File: src/rtl/hci_mem_intf_ecc_dec_lanes_if.sv
// Memory-side request/response bundle: req/gnt handshake plus a response beat with r_valid.
// A zero user width still carries a 1-bit user signal so the signal is never empty.
interface hci_mem_intf #(
  parameter int unsigned DW = 32,
  parameter int unsigned UW = 0,
  parameter int unsigned AW = 32
) ();
  localparam int unsigned UWI = (UW > 0) ? UW : 1;

  logic            req;
  logic            gnt;
  logic [AW-1:0]   add;
  logic            wen;
  logic [DW-1:0]   data;
  logic [DW/8-1:0] be;
  logic [UWI-1:0]  user;
  logic [DW-1:0]   r_data;
  logic [UWI-1:0]  r_user;
  logic            r_valid;

  modport master (
    output req, add, wen, data, be, user,
    input  gnt, r_data, r_user, r_valid
  );

  modport slave (
    input  req, add, wen, data, be, user,
    output gnt, r_data, r_user, r_valid
  );
endinterface

File: src/rtl/hci_mem_intf_ecc_dec_lanes.sv
// Per-32-bit-lane SECDED correct on writes / encode on reads, with error counters and first-error capture.
// Request path 0 cycles, response 0 or +1 cycle (RegRsp); no stalling of its own, gnt passes straight through.
module hci_mem_intf_ecc_dec_lanes #(
  parameter int unsigned DW           = 32,
  parameter int unsigned UW           = 0,
  parameter int unsigned AW           = 32,
  parameter int unsigned CntWidth     = 16,
  parameter bit          RegRsp       = 1'b1,
  parameter bit          DropOnUncorr = 1'b1,
  localparam int unsigned NumLanes    = DW / 32,
  localparam int unsigned NbEccBits   = 7 * NumLanes
) (
  input  logic                  clk_i,
  input  logic                  rst_ni,
  input  logic                  clear_i,
  hci_mem_intf.slave            bus_in,
  hci_mem_intf.master           bus_out,
  output logic [NbEccBits-1:0]  syndrome_o,
  output logic [2*NumLanes-1:0] err_o,
  output logic [CntWidth-1:0]   corr_cnt_o,
  output logic [CntWidth-1:0]   uncorr_cnt_o,
  output logic                  err_valid_o,
  output logic                  err_uncorr_o,
  output logic [AW-1:0]         err_addr_o
);

  if (DW == 0 || (DW % 32) != 0) begin : g_bad_dw
    $fatal(1, "hci_mem_intf_ecc_dec_lanes: DW must be a non-zero multiple of 32");
  end

  // Hsiao (39,32) columns: data bit i owns a distinct weight-3 check pattern, check bits are unit vectors.
  localparam logic [32*7-1:0] Hcol = {
    7'h62, 7'h61, 7'h58, 7'h54, 7'h52, 7'h51, 7'h4C, 7'h4A,
    7'h49, 7'h46, 7'h45, 7'h43, 7'h38, 7'h34, 7'h32, 7'h31,
    7'h2C, 7'h2A, 7'h29, 7'h26, 7'h25, 7'h23, 7'h1C, 7'h1A,
    7'h19, 7'h16, 7'h15, 7'h13, 7'h0E, 7'h0D, 7'h0B, 7'h07
  };

  function automatic logic [6:0] enc32(input logic [31:0] d);
    logic [6:0] p;
    p = '0;
    for (int i = 0; i < 32; i++) begin
      if (d[i]) p = p ^ Hcol[7*i +: 7];
    end
    return p;
  endfunction

  logic [NumLanes-1:0]  lane_corr;
  logic [NumLanes-1:0]  lane_unc;
  logic [NbEccBits-1:0] rsp_ecc;

  for (genvar k = 0; k < NumLanes; k++) begin : g_lane
    logic [31:0] raw;
    logic [31:0] fixed;
    logic [6:0]  syn;

    assign raw = bus_in.data[32*k +: 32];
    assign syn = enc32(raw) ^ bus_in.user[UW + 7*k +: 7];

    // A syndrome equal to a data column flips that bit; check-bit and multi-bit syndromes leave data alone.
    always_comb begin
      fixed = raw;
      for (int i = 0; i < 32; i++) begin
        if (syn == Hcol[7*i +: 7]) fixed[i] = ~raw[i];
      end
    end

    assign bus_out.data[32*k +: 32] = fixed;
    assign syndrome_o[7*k +: 7]     = syn;
    assign lane_corr[k]             = ^syn;
    assign lane_unc[k]              = (syn != 7'd0) && !(^syn);
    assign err_o[2*k +: 2]          = bus_in.wen ? 2'b00 : {lane_unc[k], lane_corr[k]};
    assign rsp_ecc[7*k +: 7]        = enc32(bus_out.r_data[32*k +: 32]);
  end

  logic any_unc;
  logic any_corr;
  assign any_unc  = |lane_unc;
  assign any_corr = |lane_corr;

  assign bus_out.req = bus_in.req;
  assign bus_out.add = bus_in.add;
  assign bus_out.wen = bus_in.wen;
  assign bus_in.gnt  = bus_out.gnt;
  assign bus_out.be  = (DropOnUncorr && !bus_in.wen && any_unc) ? '0 : bus_in.be;

  logic [UW+NbEccBits-1:0] rsp_user;

  if (UW > 0) begin : g_user
    assign bus_out.user = bus_in.user[UW-1:0];
    assign rsp_user     = {rsp_ecc, bus_out.r_user[UW-1:0]};
  end else begin : g_no_user
    logic unused_r_user;
    assign unused_r_user = ^bus_out.r_user;
    assign bus_out.user  = '0;
    assign rsp_user      = rsp_ecc;
  end

  if (RegRsp) begin : g_rsp_reg
    logic                    r_valid_q;
    logic [DW-1:0]           r_data_q;
    logic [UW+NbEccBits-1:0] r_user_q;

    always_ff @(posedge clk_i or negedge rst_ni) begin
      if (!rst_ni) begin
        r_valid_q <= 1'b0;
        r_data_q  <= '0;
        r_user_q  <= '0;
      end else begin
        r_valid_q <= bus_out.r_valid;
        r_data_q  <= bus_out.r_data;
        r_user_q  <= rsp_user;
      end
    end

    assign bus_in.r_valid = r_valid_q;
    assign bus_in.r_data  = r_data_q;
    assign bus_in.r_user  = r_user_q;
  end else begin : g_rsp_comb
    assign bus_in.r_valid = bus_out.r_valid;
    assign bus_in.r_data  = bus_out.r_data;
    assign bus_in.r_user  = rsp_user;
  end

  logic wr_hs;
  logic unc_ev;
  logic corr_ev;
  assign wr_hs   = bus_in.req && bus_out.gnt && !bus_in.wen;
  assign unc_ev  = wr_hs && any_unc;
  assign corr_ev = wr_hs && !any_unc && any_corr;

  always_ff @(posedge clk_i or negedge rst_ni) begin
    if (!rst_ni) begin
      corr_cnt_o   <= '0;
      uncorr_cnt_o <= '0;
      err_valid_o  <= 1'b0;
      err_uncorr_o <= 1'b0;
      err_addr_o   <= '0;
    end else if (clear_i) begin
      corr_cnt_o   <= '0;
      uncorr_cnt_o <= '0;
      err_valid_o  <= 1'b0;
      err_uncorr_o <= 1'b0;
      err_addr_o   <= '0;
    end else begin
      if (corr_ev && (corr_cnt_o != '1)) corr_cnt_o <= corr_cnt_o + CntWidth'(1);
      if (unc_ev && (uncorr_cnt_o != '1)) uncorr_cnt_o <= uncorr_cnt_o + CntWidth'(1);
      // First event is captured; a later uncorrectable one may only upgrade a correctable capture.
      if (!err_valid_o && (corr_ev || unc_ev)) begin
        err_valid_o  <= 1'b1;
        err_uncorr_o <= unc_ev;
        err_addr_o   <= bus_in.add;
      end else if (err_valid_o && !err_uncorr_o && unc_ev) begin
        err_uncorr_o <= 1'b1;
        err_addr_o   <= bus_in.add;
      end
    end
  end

endmodule

File: src/flat_wrapper.sv
// flat-port wrapper written by rule: the top's interface ports become plain ports
module hci_mem_intf_ecc_dec_lanes_flat 
#(
  parameter int unsigned DW           = 32,
  parameter int unsigned UW           = 0,
  parameter int unsigned AW           = 32,
  parameter int unsigned CntWidth     = 16,
  parameter bit          RegRsp       = 1'b1,
  parameter bit          DropOnUncorr = 1'b1,
  localparam int unsigned NumLanes    = DW / 32,
  localparam int unsigned NbEccBits   = 7 * NumLanes
)
  (clk_i, rst_ni, clear_i, syndrome_o, err_o, corr_cnt_o, uncorr_cnt_o, err_valid_o, err_uncorr_o, err_addr_o, bus_in_req, bus_in_add, bus_in_wen, bus_in_data, bus_in_be, bus_in_user, bus_in_gnt, bus_in_r_data, bus_in_r_user, bus_in_r_valid, bus_out_req, bus_out_add, bus_out_wen, bus_out_data, bus_out_be, bus_out_user, bus_out_gnt, bus_out_r_data, bus_out_r_user, bus_out_r_valid);
  hci_mem_intf #(.DW(DW), .UW(UW), .AW(AW)) bus_in_i ();
  hci_mem_intf #(.DW(DW), .UW(UW), .AW(AW)) bus_out_i ();
  input  logic clk_i;
  input  logic rst_ni;
  input  logic clear_i;
  output logic [NbEccBits-1:0] syndrome_o;
  output logic [2*NumLanes-1:0] err_o;
  output logic [CntWidth-1:0] corr_cnt_o;
  output logic [CntWidth-1:0] uncorr_cnt_o;
  output logic err_valid_o;
  output logic err_uncorr_o;
  output logic [AW-1:0] err_addr_o;
  input wire logic [$bits(bus_in_i.req)-1:0] bus_in_req;
  input wire logic [$bits(bus_in_i.add)-1:0] bus_in_add;
  input wire logic [$bits(bus_in_i.wen)-1:0] bus_in_wen;
  input wire logic [$bits(bus_in_i.data)-1:0] bus_in_data;
  input wire logic [$bits(bus_in_i.be)-1:0] bus_in_be;
  input wire logic [$bits(bus_in_i.user)-1:0] bus_in_user;
  output wire logic [$bits(bus_in_i.gnt)-1:0] bus_in_gnt;
  output wire logic [$bits(bus_in_i.r_data)-1:0] bus_in_r_data;
  output wire logic [$bits(bus_in_i.r_user)-1:0] bus_in_r_user;
  output wire logic [$bits(bus_in_i.r_valid)-1:0] bus_in_r_valid;
  output wire logic [$bits(bus_out_i.req)-1:0] bus_out_req;
  output wire logic [$bits(bus_out_i.add)-1:0] bus_out_add;
  output wire logic [$bits(bus_out_i.wen)-1:0] bus_out_wen;
  output wire logic [$bits(bus_out_i.data)-1:0] bus_out_data;
  output wire logic [$bits(bus_out_i.be)-1:0] bus_out_be;
  output wire logic [$bits(bus_out_i.user)-1:0] bus_out_user;
  input wire logic [$bits(bus_out_i.gnt)-1:0] bus_out_gnt;
  input wire logic [$bits(bus_out_i.r_data)-1:0] bus_out_r_data;
  input wire logic [$bits(bus_out_i.r_user)-1:0] bus_out_r_user;
  input wire logic [$bits(bus_out_i.r_valid)-1:0] bus_out_r_valid;
  assign bus_in_i.req = bus_in_req;
  assign bus_in_i.add = bus_in_add;
  assign bus_in_i.wen = bus_in_wen;
  assign bus_in_i.data = bus_in_data;
  assign bus_in_i.be = bus_in_be;
  assign bus_in_i.user = bus_in_user;
  assign bus_in_gnt = bus_in_i.gnt;
  assign bus_in_r_data = bus_in_i.r_data;
  assign bus_in_r_user = bus_in_i.r_user;
  assign bus_in_r_valid = bus_in_i.r_valid;
  assign bus_out_req = bus_out_i.req;
  assign bus_out_add = bus_out_i.add;
  assign bus_out_wen = bus_out_i.wen;
  assign bus_out_data = bus_out_i.data;
  assign bus_out_be = bus_out_i.be;
  assign bus_out_user = bus_out_i.user;
  assign bus_out_i.gnt = bus_out_gnt;
  assign bus_out_i.r_data = bus_out_r_data;
  assign bus_out_i.r_user = bus_out_r_user;
  assign bus_out_i.r_valid = bus_out_r_valid;
  hci_mem_intf_ecc_dec_lanes #(.DW(DW), .UW(UW), .AW(AW), .CntWidth(CntWidth), .RegRsp(RegRsp), .DropOnUncorr(DropOnUncorr)) u_core (.clk_i(clk_i), .rst_ni(rst_ni), .clear_i(clear_i), .bus_in(bus_in_i), .bus_out(bus_out_i), .syndrome_o(syndrome_o), .err_o(err_o), .corr_cnt_o(corr_cnt_o), .uncorr_cnt_o(uncorr_cnt_o), .err_valid_o(err_valid_o), .err_uncorr_o(err_uncorr_o), .err_addr_o(err_addr_o));
endmodule
File: config.mk
export PLATFORM = sky130hd
export DESIGN_NAME = hci_mem_intf_ecc_dec_lanes_flat
export DESIGN_NICKNAME = d
export VERILOG_FILES = /design/src/rtl/hci_mem_intf_ecc_dec_lanes_if.sv /design/src/rtl/hci_mem_intf_ecc_dec_lanes.sv /design/src/flat_wrapper.sv
export SDC_FILE = /design/constraint.sdc
export NUM_CORES = 1
export LEC_CHECK = 0
export CORE_MARGIN = 5
export CORE_UTILIZATION = 34
export CTS_BUF_LIST = sky130_fd_sc_hd__clkbuf_4 sky130_fd_sc_hd__clkbuf_8 sky130_fd_sc_hd__clkbuf_16
export DETAILED_ROUTE_END_ITERATION = 8
export GPL_TIMING_DRIVEN = 0
export PLACE_DENSITY = 0.79
export REMOVE_ABC_BUFFERS = 1
export SETUP_SLACK_MARGIN = 0.2
export SKIP_LAST_GASP = 1
export SLEW_MARGIN = 0
export SYNTH_ARGS = -nofsm -noshare
export SYNTH_HDL_FRONTEND = slang
export SYNTH_SLANG_ARGS = --single-unit
File: constraint.sdc
create_clock -name clk_i -period 1.8 [get_ports clk_i]
set_input_delay 0.27 -clock clk_i [delete_from_list [all_inputs] [get_ports clk_i]]
set_output_delay 0.27 -clock clk_i [all_outputs]
set_load 0.1 [all_outputs]
== Word level (Yosys, flattened, before mapping) ==
Index checks and enable logic that the tools add are counted.

* $add $sub $neg: 2
* Equality and inequality tests: 34
* Multiplexer cells: 109
* Bitwise logic cells: 94
* Reductions and logical operators: 24

{| class="wikitable"
|+ Operators by type and width
! kind !! count
|-
| 7-bit 2-to-1 mux || 23
|-
| 3-bit NOT || 53
|-
| 6-bit 2-to-1 mux || 20
|-
| 32-bit 2-to-1 mux || 3
|-
| 7-bit equality test (second input constant) || 12
|-
| 7-bit by 6-bit equality test with 1-bit output (second input constant) || 10
|-
| 16-bit 2-to-1 mux || 4
|-
| 5-bit 2-to-1 mux || 12
|-
| 7-bit by 5-bit equality test with 1-bit output (second input constant) || 6
|-
| 1-bit 2-to-1 mux || 37
|-
| 16-bit by 1-bit adder with 16-bit output (second input constant) || 2
|-
| 16-bit inequality test (second input constant) || 2
|-
| 1-bit NOT || 32
|-
| 4-bit 2-to-1 mux || 7
|-
| 2-bit NOT with 3-bit output || 8
|-
| 7-bit by 4-bit equality test with 1-bit output (second input constant) || 3
|-
| 1-bit logical AND || 12
|-
| 7-bit by 3-bit equality test with 1-bit output (second input constant) || 1
|-
| 7-bit nonzero test || 1
|-
| 7-bit parity || 1
|-
| 7-bit bitwise XOR || 1
|-
| 3-bit 2-to-1 mux || 2
|-
| 2-bit nonzero test || 3
|-
| 1-bit logical NOT || 5
|-
| 3 further kinds || 3
|}

* Register bits after elaboration: 100
* Bits of input ports: 109
* Output and inout bits: 181
* Word-level logic and storage cells: 271

== Logic depth before layout (Yosys ltp) ==
Gate-level depths: netlist of run 1.

* Depth in word-level cells: 74
* Gate-level depth with buffers: 8
* Gate-level depth less buffers: 7

== Least setup slack after synthesis of run 1 ==
No wires, ideal clock.

* Path type: reg-to-reg
* Start point: reg u_core.corr_cnt_o[0]
* End point: reg u_core.corr_cnt_o[0]
* Setup time: 0.125 ns
* Arrival time: 2.609 ns
* Data required time: 1.675 ns
* Setup slack: -0.934 ns
* Cell stages (with the launch flop): 8
* Buffers on the path: 0
* Period minus slack after synthesis: 2.734 ns
* Cells stage by stage: dfrtp_1 > ha_1 > nand4_1 > nor4_1 > nand2_1 > nand2_1 > nor2_2 > mux2_4

* Cells in the longest elaborated chain, start to end: 3
* Elaborated cells between the ends (all ways): 6
* Classes of those cells: add/sub: 1; eq/ne: 1; mux: 2; reduce/logical: 2

{| class="wikitable"
|+ RTL lines
! item !! RTL line !! text
|-
| from (decl) || hci_mem_intf_ecc_dec_lanes.sv:20 || <nowiki>output logic [CntWidth-1:0] corr_cnt_o,</nowiki>
|-
| from (signal assigned) || hci_mem_intf_ecc_dec_lanes.sv:146 || <nowiki>if (corr_ev && (corr_cnt_o != '1)) corr_cnt_o <= corr_cnt_o + CntWidth'(1);</nowiki>
|-
| 16-bit by 1-bit adder with 16-bit output or 16-bit inequality test (tied branches) || hci_mem_intf_ecc_dec_lanes.sv:146 ||
|-
| 16-bit 2-to-1 mux or 1-bit logical AND (tied branches) || hci_mem_intf_ecc_dec_lanes.sv:146 ||
|-
| 16-bit 2-to-1 mux or 2-bit nonzero test (tied branches) || n/a ||
|}

Parallel ways exist; a longest one is shown, timed or not. The select of a mux whose other input is x is not followed.
A chain may end at the register's enable or synchronous reset.

== Worst setup path in the final report of run 1 ==
* Start point: reg u_core.corr_cnt_o[1]
* End point: reg u_core.corr_cnt_o[0]

* Cells in the longest elaborated chain, start to end: 3

{| class="wikitable"
|+ RTL lines
! item !! RTL line
|-
| 16-bit inequality test || hci_mem_intf_ecc_dec_lanes.sv:146
|-
| 1-bit logical AND || hci_mem_intf_ecc_dec_lanes.sv:146
|-
| 2-bit nonzero test (no source line) || n/a
|}

Every way passes these cells.

==> impl.org, run 1 <==
** Worst setup path
- At the worst endpoint, the required time is 2.03 ns.
- Endpoint kind of the worst setup timing path :: flip-flop
- The worst setup path is launched from a flip-flop.
- Path type of the worst setup path :: reg -> reg
- Max Fanout on Critical Path :: 5
- At the worst endpoint, the arrival time is 2.14 ns.

** Floorplan
- Core ar. :: 14,400 um2
- Measured along the x axis, the die boundary spans 130 um.
- Die footprint :: 16,900 um2
- Initial cell density of the core :: 0.342
- Standard-cell rows :: 44
- Boundary pin count :: 290
- The die is 130 um tall.

** Yosys
- Of all flip-flops after synthesis, the portion carrying an async set or reset was 1.00.
- Of the post-synthesis cell area, the dominant cell type holds 0.510.
- The biggest area contributor in the post-synthesis netlist is dfrtp_1.
- EDFF count, synth :: 0
- Dominant register cell in the synthesized netlist :: dfrtp_1
- Synthesized netlist cell count :: 435
- Synth area leaders :: dfrtp_1 51%, buf_4 12%, nand2b_1 8.4%, mux2i_1 6.7%, xnor2_1 4.5%
- Counting distinct cell types in the post-synthesis netlist gives 37.
- Sequential cell area fraction in the yosys report :: 0.510
- In this run, synthesis produced a sequential element count of 100.
- Synthesis Warnings :: 0
- Mapped Area :: 4910 um2
- The average instance in the mapped netlist occupies 11.3 um2.

** Drt
- Number of DRC violations after detailed-routing iteration 0 :: 168
- In the routed layout, each cell is associated on average with a via count of 4.62.
- The first detailed-routing pass took 4 iterations.
- Across all layers, the routed design uses between 3,000 and 4,000 vias.
- Total wire length after detailed routing :: 15.0 mm
- Remaining antenna violation count after routing :: 0
- In the final routed layout, each cell accounts on average for 17.9 um.
- DRC violation count after routing :: 0

** Global route
- Met1 routing resource usage after global routing :: 0.175
- Global-route wire length before repair :: 22.0 mm
- In the global route stage, met3 resource usage came out at 0.0655.
- For this run, the total global-route usage over all layers was measured as 0.169.
- Entering global routing, the biggest net connects 60 pins.
- In the global route stage, met2 resource usage came out at 0.302.
- In this run the most used layer during global routing was met2.
- The number of antenna violations at the first check in global routing is 0.
- Global routing finished with a remaining overflow of 0.
- Vias in the first global route :: between 4,000 and 5,000

** STA
- Tmin final :: 1.91 ns
- In this run the tightest slew margin relative to its limit is 0.359.
- Across the routed clock network, the largest skew measured is 0.00718 ns.
- Fmax achieved :: ~0.52 GHz
- Final count of negative-setup-slack endpoints :: 33
- Final worst setup slack :: -0.113 ns
- Setup repair after global routing could not meet its margin everywhere.
- The number of endpoints with negative hold slack in the final report came to 0.
- Total count of max-transition violations in the final report :: 0
- At the pin with the least slew margin, the transition time is 0.965 ns.
- In the finished design, the share of the clock period the worst path needs comes to 1.06.

** Power and ir drop
- Power density over the cells :: 956 nW/um2
- Switching Fraction :: 0.418
- Post-layout total power :: ~7.6 mW
- Leakage power of the design :: 3.43 nW
- Cell internal power was estimated by the tool at around 4.4 mW.
- The worst-case IR drop observed on VDD is 0.000604 V.
- The share of total power dissipated in the clock network is 0.242.
- Combinational Power Share :: 0.443
- For this design the total switching power over the nets is ~3.2 mW.
- The share of total power dissipated in sequential elements is 0.315.

** Finish
- Leaving out fill and tap cells, the most frequent cell in the layout is dfrtp_1.
- The final layout contains between 700 and 800 nets.
- Layout area overhead :: 62.0%
- In the final layout, the share of cells above drive strength 1 is 0.430.
- Count of placed standard cells in the final layout, fillers left out :: about 840
- Highest-count cells in the layout ignoring fill and taps :: 97 x dfrtp_1, 90 x clkdlybuf4s15_2, 68 x clkdlybuf4s50_1
- Antenna cells :: 0

** CTS
- After clock tree synthesis, the clock-pin slew on the worst setup and hold paths is roughly 0.07 ns.
- Root cell of the clock tree :: clkbuf_16
- Latest clock arrival within the worst-skew pair :: around 0.34 ns
- TritonCTS built the clock tree.
- TritonCTS created 9 clock buffers.
- Maximum clock path buffer count :: 2
- The tree built by TritonCTS fans out to 100 sinks.
- The H-tree generated during clock tree synthesis spans 3 levels.

** Place
- DP Wirelength :: 10.3 mm
- Number of buffers added on ports :: 238
- Routability-driven placement finished with a final weighted congestion of 0.790.
- Placed Cells :: 771

** Run
- Maximum capacitance violations :: 0

** Min path
- The tightest min-delay check is of the in -> reg type.

** Run status
- Result of the run :: finished with violations
- Violated checks :: negative setup slack
layout make-up:
| cell class | count | area (um2) |
|---|---|---|
| Fill cell | 1189 | 6420 |
| Timing Repair Buffer | 291 | 2900 |
| Sequential cell | 100 | 2510 |
| Multi-Input combinational cell | 243 | 2020 |
| Clock buffer | 10 | 239 |
| Tap cell | 184 | 230 |
| Clock inverter | 6 | 45.0 |
| Inverter | 3 | 11.3 |
metrics by stage:
stage          hold WS (ns)  utilization  area, um2  TNS (ns)  setup slack, ns
2_1_floorplan       -0.0256            -       4230    -41.77           -0.966
3_3_place_gp          0.486        0.476       6840   -450.76            -3.20
3_5_place_dp          0.297        0.483       6940    -78.15            -1.84
4_1_cts               0.344        0.546       7850   -0.0866          -0.0437
5_1_grt               0.348        0.553       7950     -4.02           -0.157
6_report              0.362        0.553       7950     -1.65           -0.113
power by group through the flow:
stage / Sequential (mW) / Combinational (mW) / Clock, mW
finish: 2.39 / 3.36 / 1.84
floorplan: 3.20 / 0.720 / 0
detailed placement: 2.44 / 2.74 / 0
global route: 2.41 / 3.48 / 2.01
CTS: 2.40 / 3.28 / 1.92
global placement: 2.44 / 2.69 / 0
synthesized netlist by cell type (all sizes together), types with 3 or more instances:
cell,number
dfrtp,100
buf,85
nand2b,66
mux2i,33
xnor2,25
nor2b,22
nor2,18
clkbuf,12
a21oi,10
nand3,7
mux2,6
nand2,6
nand4,6
o21ai,5
or3,4
xor2,4
inv,3
nor3,3
o31ai,3
or4,3
state kept, by name, summed over array words and instances (netlist names):
name / cells
u_core.g_rsp_reg.r_user_q: 1
u_core.err_uncorr_o: 1
u_core.bus_in.r_data: 32
u_core.err_valid_o: 1
u_core.corr_cnt_o: 16
u_core.bus_in.r_valid: 1
u_core.uncorr_cnt_o: 16
u_core.err_addr_o: 32
critical path, stage by stage, from the launching register on:
cell and delay, ns:
dfrtp_1 0.36, ha_2 0.19, nand4_1 0.18, buf_4 0.21, nor4_4 0.21, nand2_2 0.14, nand2_4 0.16, nor2_4 0.05
mux2_4 0.29
kinds of logic (layout without fill, tap and decap cells):
family | after synthesis | after routing | synth area share
multiplexers | 39 | 39 | 0.0857
other | 1 | 8 | 0.000764
AO/OA/AOI/OAI | 22 | 22 | 0.0260
adder cells (fa/ha/maj) | 1 | 1 | 0.00255
flip-flops | 100 | 100 | 0.510
AND/OR/NAND/NOR | 143 | 143 | 0.176
XOR/XNOR | 29 | 30 | 0.0533
buffers and inverters | 100 | 310 | 0.145
what timing repair did:
action | 4_1_cts | 5_1_grt
setup buffers | 32 | 14
hold buffers | 1 | 0
pin swaps | 38 | 17
hold endpoints to repair | 41 | 0
endpoints found under the setup margin | 202 | 75
gates cloned | 3 | 0
gates resized for setup | 623 | 44
per-layer routing:
layer	routed length (um)	vias up
li1	-	1762
met1	5050	1876
met2	7930	203
met3	1570	27
met4	289	2
met5	108	-
final timing paths:
check | cells after the start | startpoint | slack, ns | end
max | 8 | u_core.corr_cnt_o[1] | -0.11 | u_core.corr_cnt_o[0]
min | 1 | bus_out_r_data[17] | 0.36 | u_core.bus_in.r_data[17]
max reg2reg | 8 | u_core.corr_cnt_o[1] | -0.11 | u_core.corr_cnt_o[0]
min reg2reg | 1 | u_core.uncorr_cnt_o[15] | 0.50 | u_core.uncorr_cnt_o[15]
max in group asynchronous | 3 | rst_ni | 0.60 | u_core.corr_cnt_o[2]
min in group asynchronous | 2 | rst_ni | 0.50 | u_core.bus_in.r_data[8]
Power figures use the tool's default switching activity.
==> run 2: changes to the inputs <==
CORE_MARGIN = 2   (was 5)
==> impl.org, run 2 (synthesized netlist as in run 1, its figures left out) <==
** Run status
- Result of the run :: finished with violations
- The checks that failed: negative setup slack.

** Min path
- Instance count along the most critical hold path :: 1 (unchanged)
- Worst min-delay path class :: in -> reg

** Floorplan
- The row count is 43 (-2.3%).
- Die footprint :: 15,400 um2 (-9.0%)
- Chip height :: 124 um (-4.6%)
- Core ar. :: 14,000 um2 (-2.6%)
- Width of the die :: 124 um (-4.6%)
- Boundary pin count :: 290 (unchanged)
- Initial cell density of the core :: 0.351 (+0.00929)

** Place
- Placed cell area :: 6920 um2 (-0.25%)
- Number of buffers added on ports :: 238 (unchanged)
- The final weighted congestion in routability-driven placement was 0.796 (+0.75%).
- The number of cells after detailed placement came to 767 (-0.52%).
- The half-perimeter wire length of the detailed placement result came to 9.73 mm (-5.6%).

** Worst setup path
- Endpoint kind of the worst setup timing path :: flip-flop
- The largest individual stage delay along the critical path comes from the cell or4_4.
- The data arrival time of the worst path was 2.13 ns (about the same).
- Cell depth of the worst flop-to-flop path :: 7 (-1)
- Largest stage delay on the critical path :: 0.53 ns (+0.17 ns)
- Worst Setup Start Kind :: flip-flop
- Walking the worst path, the cells encountered are ha_2 > nand4_1 > nor4_4 > buf_4 > nand3b_1 > or4_4 > a21oi_2.
- Path type of the worst setup path :: reg -> reg
- The required time of the critical path came to 2.08 ns (+0.05 ns).
- Max Fanout on Critical Path :: 2 (-3)

** STA
- RSZ-0062 raised after global routing :: yes
- Final worst setup slack :: -0.0488 ns (+0.0643 ns)
- The relative slew slack was 0.354 (-0.00539).
- Final period util :: 1.03 (-0.0357)
- The final sum of negative setup slack came to -0.121 ns (+1.52 ns).
- Setup skew after layout :: 0.00617 ns (-0.00101 ns)
- Endpoints failing hold :: 0 (unchanged)
- Fmax achieved :: 0.541 GHz (+3.5%)
- Total count of max-transition violations in the final report :: 0 (unchanged)
- Tmin final :: 1.85 ns (-0.0643 ns)
- Slew @ Worst Pin :: 0.973 ns (+0.00811 ns)
- The total of endpoints with negative setup slack in the final report came to 7 (-79%).

** Finish
- Highest-count cells in the layout ignoring fill and taps :: 97 x dfrtp_1, 78 x clkdlybuf4s15_2, 68 x clkdlybuf4s50_1
- Total number of nets in the final design :: 749 (-1.2%)
- Layout area overhead :: 60.6%
- The antenna cell count was 0 (unchanged).
- The number of inserted filler cells in the final layout is 1,163 (-2.2%).
- The count of placed standard cells in the final layout, fillers left out was 824 (-1.6%).
- Final standard cell utilization of the core :: 0.564 (+0.0101)
- Fraction of layout instances using a drive strength above 1 :: 0.418 (-0.0126)
- Most common library cell in the layout ignoring fill and taps :: dfrtp_1
- The final design instance area without fill was 7880 um2 (-0.87%).

** Drt
- The number of design rule violations left after detail routing was 0 (unchanged).
- The mean routed wirelength per cell came to 17.2 um (-3.6%).
- The via count normalized by instance count was 4.69 (+1.3%).
- The violation count after the first detailed-route iteration came to 106 (-37%).
- The number of nets still failing antenna checks after routing is 0 (unchanged).
- The detailed-route via count was 3,861 (-0.23%).
- Number of iterations in the first detailed-routing pass :: 4 (unchanged)
- The total routed wirelength was 14.2 mm (-5.1%).

** Global route
- The maximum number of pins on one net before global-route repair is 61 (+1.7%).
- Initial antenna violation count :: 0 (unchanged)
- Global-route usage over all layers :: 0.180 (+0.0110)
- The remaining global-route overflow came to 0 (unchanged).
- The global-route wire length before repair is 20.8 mm (-5.6%).
- The via count of the first global-routing pass was 3,941 (-5.9%).

** Run
- Maximum capacitance violations :: 0 (unchanged)

** CTS
- In this run the clock root is driven by a clkbuf_16.
- Clock tree from TritonCTS :: yes
- The number of buffers created by CTS was 9 (unchanged).
- Level count of the clock H-tree :: 3 (unchanged)
- The clock transition at the registers of the reported paths came to 0.07 ns (about the same).
- Maximum clock path buffer count :: 2 (unchanged)
- The number of clock sinks is 100 (unchanged).
- The clock latency of the later-clocked register in the worst-skew pair came to 0.34 ns (about the same).

** Power and ir drop
- Power density over the cells :: 991 nW/um2 (+3.7%)
- The peak ir drop on the vdd network was 0.000543 V (-10%).
- The static leakage is 3.39 nW (-1.1%).
## run 2: through the flow
stage               hold WS, ns  total power, mW  setup slack (ns)
floorplan               -0.0256             3.92            -0.966
global placement          0.483             5.12             -3.23
detailed placement        0.333             5.17             -1.83
CTS                       0.334             7.78            0.0210
global route              0.337             8.10            -0.103
finish                    0.352             7.81           -0.0488
## run 2: area by class of cell
class,instances,area (um2),area share
inverter,3,11.3,0.00143
tap,180,225,0.0286
multi-input combinational,243,2050,0.260
clock inverter,5,66.3,0.00841
sequential,100,2510,0.318
timing repair buffer,282,2770,0.351
clock buffer,11,253,0.0321
## run 2: critical path: cells and delay by family (launching register included)
family	cells	cell delay [ns]
AND/OR/NAND/NOR	4	0.91
AO/OA/AOI/OAI	1	0.13
adder cells (fa/ha/maj)	1	0.20
buffers and inverters	1	0.14
flip-flops	1	0.39
## run 2: path summary, 6_finish.rpt
check	endpoint	startpoint	slack (ns)
setup / recovery	u_core.corr_cnt_o[13]	u_core.corr_cnt_o[0]	-0.05
hold / removal	u_core.bus_in.r_data[15]	bus_out_r_data[15]	0.35
setup reg to reg	u_core.corr_cnt_o[13]	u_core.corr_cnt_o[0]	-0.05
hold reg to reg	u_core.uncorr_cnt_o[9]	u_core.uncorr_cnt_o[9]	0.50
max in group asynchronous	u_core.corr_cnt_o[5]	rst_ni	0.62
min in group asynchronous	u_core.bus_in.r_data[9]	rst_ni	0.47
## run 2: routing by layer
metal,part of all wire,global-route usage,vias up
li1,-,-,1753
met1,0.35,0.186,1867
met2,0.51,0.303,210
met3,0.12,0.0842,29
met4,0.022,0.0857,2
met5,0.0080,0.0556,-
## run 2: power breakdown
part	switching [mW]	internal (mW)
combinational	2.27	1.09
clock	0.880	1.17
sequential	0.0456	2.35
## run 2: timing repair
action	CTS	global route
gates cloned	2	0
hold buffers	1	0
buffers inserted	27	11
setup endpoints to repair	202	84
hold endpoints to repair	46	0
resized for setup	619	73
pin swaps	33	13
==> run 3: changes to the inputs <==
CAP_MARGIN = 0   (was unset)
CORE_ASPECT_RATIO = 0.75   (was unset)
CORE_UTILIZATION = 40   (was 34)
PLACE_DENSITY = 0.87   (was 0.79)
clock period = 2.2 ns   (was 1.8 ns; I/O delays follow)
==> impl.org, run 3 (synthesized netlist as in run 1, its figures left out) <==
** Run status
- Result of the run :: complete, no violations

** Power and ir drop
- The switching fraction of total power was 0.414 (+0.00464).
- Power density over the cells :: 828 nW/um2 (-16%)
- The total internal power is 3.51 mW (-24%).
- Worst IR drop on VDD :: 0.000412 V (-24%)
- The combinational share of power is 0.412 (-0.019).
- Leakage power of the design :: 3.42 nW (+0.81%)
- Seq pwr share :: 0.327 (+0.021)
- Clock power frac :: 0.261 (-0.002)
- The power dissipated by switching net loads was 2.48 mW (-22%).
- The post-route total power came to 5.99 mW (-23%).

** Worst setup path
- The worst setup path is captured at an output pin.
- The flop-to-flop setup slack came to 0.27 ns (+0.32 ns).
- Critical path's top delay family :: buffers and inverters
- Path type of the worst setup path :: in -> out
- The number of logic stages on the critical path including buffering was 2 (-5).
- Cell type of the slowest stage on the worst timing path :: clkdlybuf4s15_1
- Source of the worst register-to-register timing path :: u_core.corr_cnt_o[0]
- Buffers & Inverters on Critical Path :: 2 (+1)
- The data arrival time of the worst path was 1.66 ns (-0.47 ns).
- Data required time at the worst endpoint :: 1.87 ns (-0.21 ns)
- The peak fanout along the critical path was 2 (unchanged).
- The delay of the slowest critical-path stage came to 0.83 ns (+0.30 ns).
- Reg-to-reg critical path endpoint :: u_core.corr_cnt_o[3]
- The worst setup path is launched from a primary input.
- Cell depth of the worst flop-to-flop path :: 7 (unchanged)
- CP cell instances :: clkdlybuf4s50_1 > clkdlybuf4s15_1

** Min path
- Worst min-delay path class :: in -> async

** Drt
- Number of DRC violations after detailed-routing iteration 0 :: 139 (+31%)
- Highest routed layer :: met4
- Wire length on met2 :: 6.15 mm (-14%)
- The routed length on met1 is 4.91 mm (-1.0%).
- The via count normalized by instance count was 4.71 (+0.50%).
- Drt wl/cell :: 15.9 um (-7.7%)
- Total wire length after detailed routing :: 12.4 mm (-13%)
- The count of TritonRoute iterations in the first routing pass is 4 (unchanged).
- DRC violation count after routing :: 0 (unchanged)
- Met3 wire length :: 1.22 mm (-26%)
- The detailed-route via count came to 3,673 (-4.9%).
- The number of nets still failing antenna checks after routing came to 0 (unchanged).

** Floorplan
- Boundary pin count :: 290 (unchanged)
- The row count was 35 (-19%).
- Core ar. :: 12,100 um2 (-13%)
- The starting density of the core was 0.405 (+0.0537).
- The die span in x came to 132 um (+6.3%).
- Die footprint :: 13,200 um2 (-14%)
- The vertical die dimension was 99.9 um (-20%).

** Finish
- The antenna cell count came to 0 (unchanged).
- The fraction of layout cells with a size suffix above 1 was 0.178 (-0.240).
- Most common library cell in the layout ignoring fill and taps :: dlygate4sd2_1
- In the layout the commonest cells are 107 x dlygate4sd2_1, 100 x dfrtp_1, 68 x clkdlybuf4s50_1.
- Total number of nets in the final design :: 720 (-3.9%)
- Count of placed standard cells in the final layout, fillers left out :: 780 (-5.3%)
- Compared with the post-synthesis result, the final layout area differs by 47.3%.

** STA
- The worst-margin pin slew came to 1.00 ns (+0.0293 ns).
- In the finished design, the share of the clock period the worst path needs comes to 0.905.
- Final count of negative-setup-slack endpoints :: 0 (-7)
- For the finished layout, the period the worst path requires is roughly 2 ns.
- Endpoints failing hold :: 0 (unchanged)
- RSZ-0062 raised after global routing :: no
- Fmax achieved :: about 0.50 GHz
- The minimum setup slack in the final design came to 0.210 ns (+0.258 ns).
- The final-report max-slew violation count came to 0 (unchanged).
- Worst slew margin relative to its limit :: 0.334 (-0.0194)
- The maximum clock skew at final layout is 0.00347 ns (-0.00270 ns).

** CTS
- The deepest level of the CTS H-tree came to 3 (unchanged).
- Latest clock arrival within the worst-skew pair :: 0.33 ns (about the same)
- TritonCTS built the clock tree.
- The clock transition at the registers of the reported paths came to 0.06 ns (about the same).
- Root cell of the clock tree :: clkbuf_16
- The number of buffers on the longest clock path was 2 (unchanged).
- Post-CTS Hold Buffers :: 0 (-1)
- The number of buffers created by CTS came to 9 (unchanged).
- Clock sink count :: 100 (unchanged)

** Place
- Placed Cells :: 753 (-1.8%)
- Setup WS pre-CTS :: -1.52 ns (+0.302 ns)
- RePlAce Congestion :: 0.808 (+1.6%)
- DP Wirelength :: 9.11 mm (-6.4%)
- The number of port buffers came to 238 (unchanged).

** Run
- Maximum capacitance violations :: 0 (unchanged)

** Global route
- The remaining global-route overflow is 0 (unchanged).
- The overall track demand over capacity in global routing was 0.185 (+0.00515).
- Global-route wire length before repair :: 19.6 mm (-5.7%)
- Initial antenna violation count :: 0 (unchanged)
- The via count of the first global-routing pass is 3,796 (-3.7%).
- Pin count of the biggest net entering global routing :: 59 (-3.3%)
-- run 3: final cells by class --
cell class,instances,area (um2)
timing repair buffer,253,2330
clock buffer,9,225
inverter,3,11.3
tap,166,208
fill,1030,4900
multi-input combinational,243,1880
sequential,100,2500
clock inverter,6,71.3
-- run 3: repair_timing --
item / CTS / global route
pin swaps: 18 / 17
gates cloned: 1 / 0
resized for setup: 255 / 59
buffers inserted: 8 / 3
setup endpoints to repair: 202 / 58
-- run 3: stage by stage --
step / area [um2] / hold slack, ns / util / TNS, ns
after global routing: 7230 / 0.0644 / 0.596 / 0
final: 7230 / 0.0202 / 0.596 / 0
after global placement: 6820 / 0.484 / 0.562 / -369.30
after CTS: 7260 / 0.0442 / 0.599 / 0
after detailed placement: 6920 / 0.406 / 0.570 / -43.56
after floorplan: 4230 / 0.0344 / - / -23.40
-- run 3: power groups by stage --
stage / Sequential (mW) / Combinational [mW] / Clock, mW
after floorplan: 2.62 / 0.589 / 0
after global placement: 1.99 / 2.19 / 0
after detailed placement: 2.00 / 2.24 / 0
after CTS: 1.96 / 2.39 / 1.61
after global routing: 1.97 / 2.56 / 1.69
final: 1.96 / 2.47 / 1.56
-- run 3: worst max-delay path by stage --
stage                               startpoint              endpoint  slack [ns]
after floorplan                bus_in_data[26]              err_o[0]       -0.62
after global placement                  rst_ni  u_core.corr_cnt_o[4]       -2.77
after detailed placement       bus_in_data[30]         syndrome_o[0]       -1.52
after CTS                 u_core.corr_cnt_o[9]         corr_cnt_o[9]        0.20
after global routing      u_core.corr_cnt_o[0]  u_core.corr_cnt_o[3]        0.20
final                           bus_in_add[10]       bus_out_add[10]        0.21
-- run 3: routing by layer --
layer,track usage,vias to the layer above
li1,-,1685
met3,0.0702,14
met1,0.223,1759
met5,0,-
met4,0.0460,0
met2,0.317,215
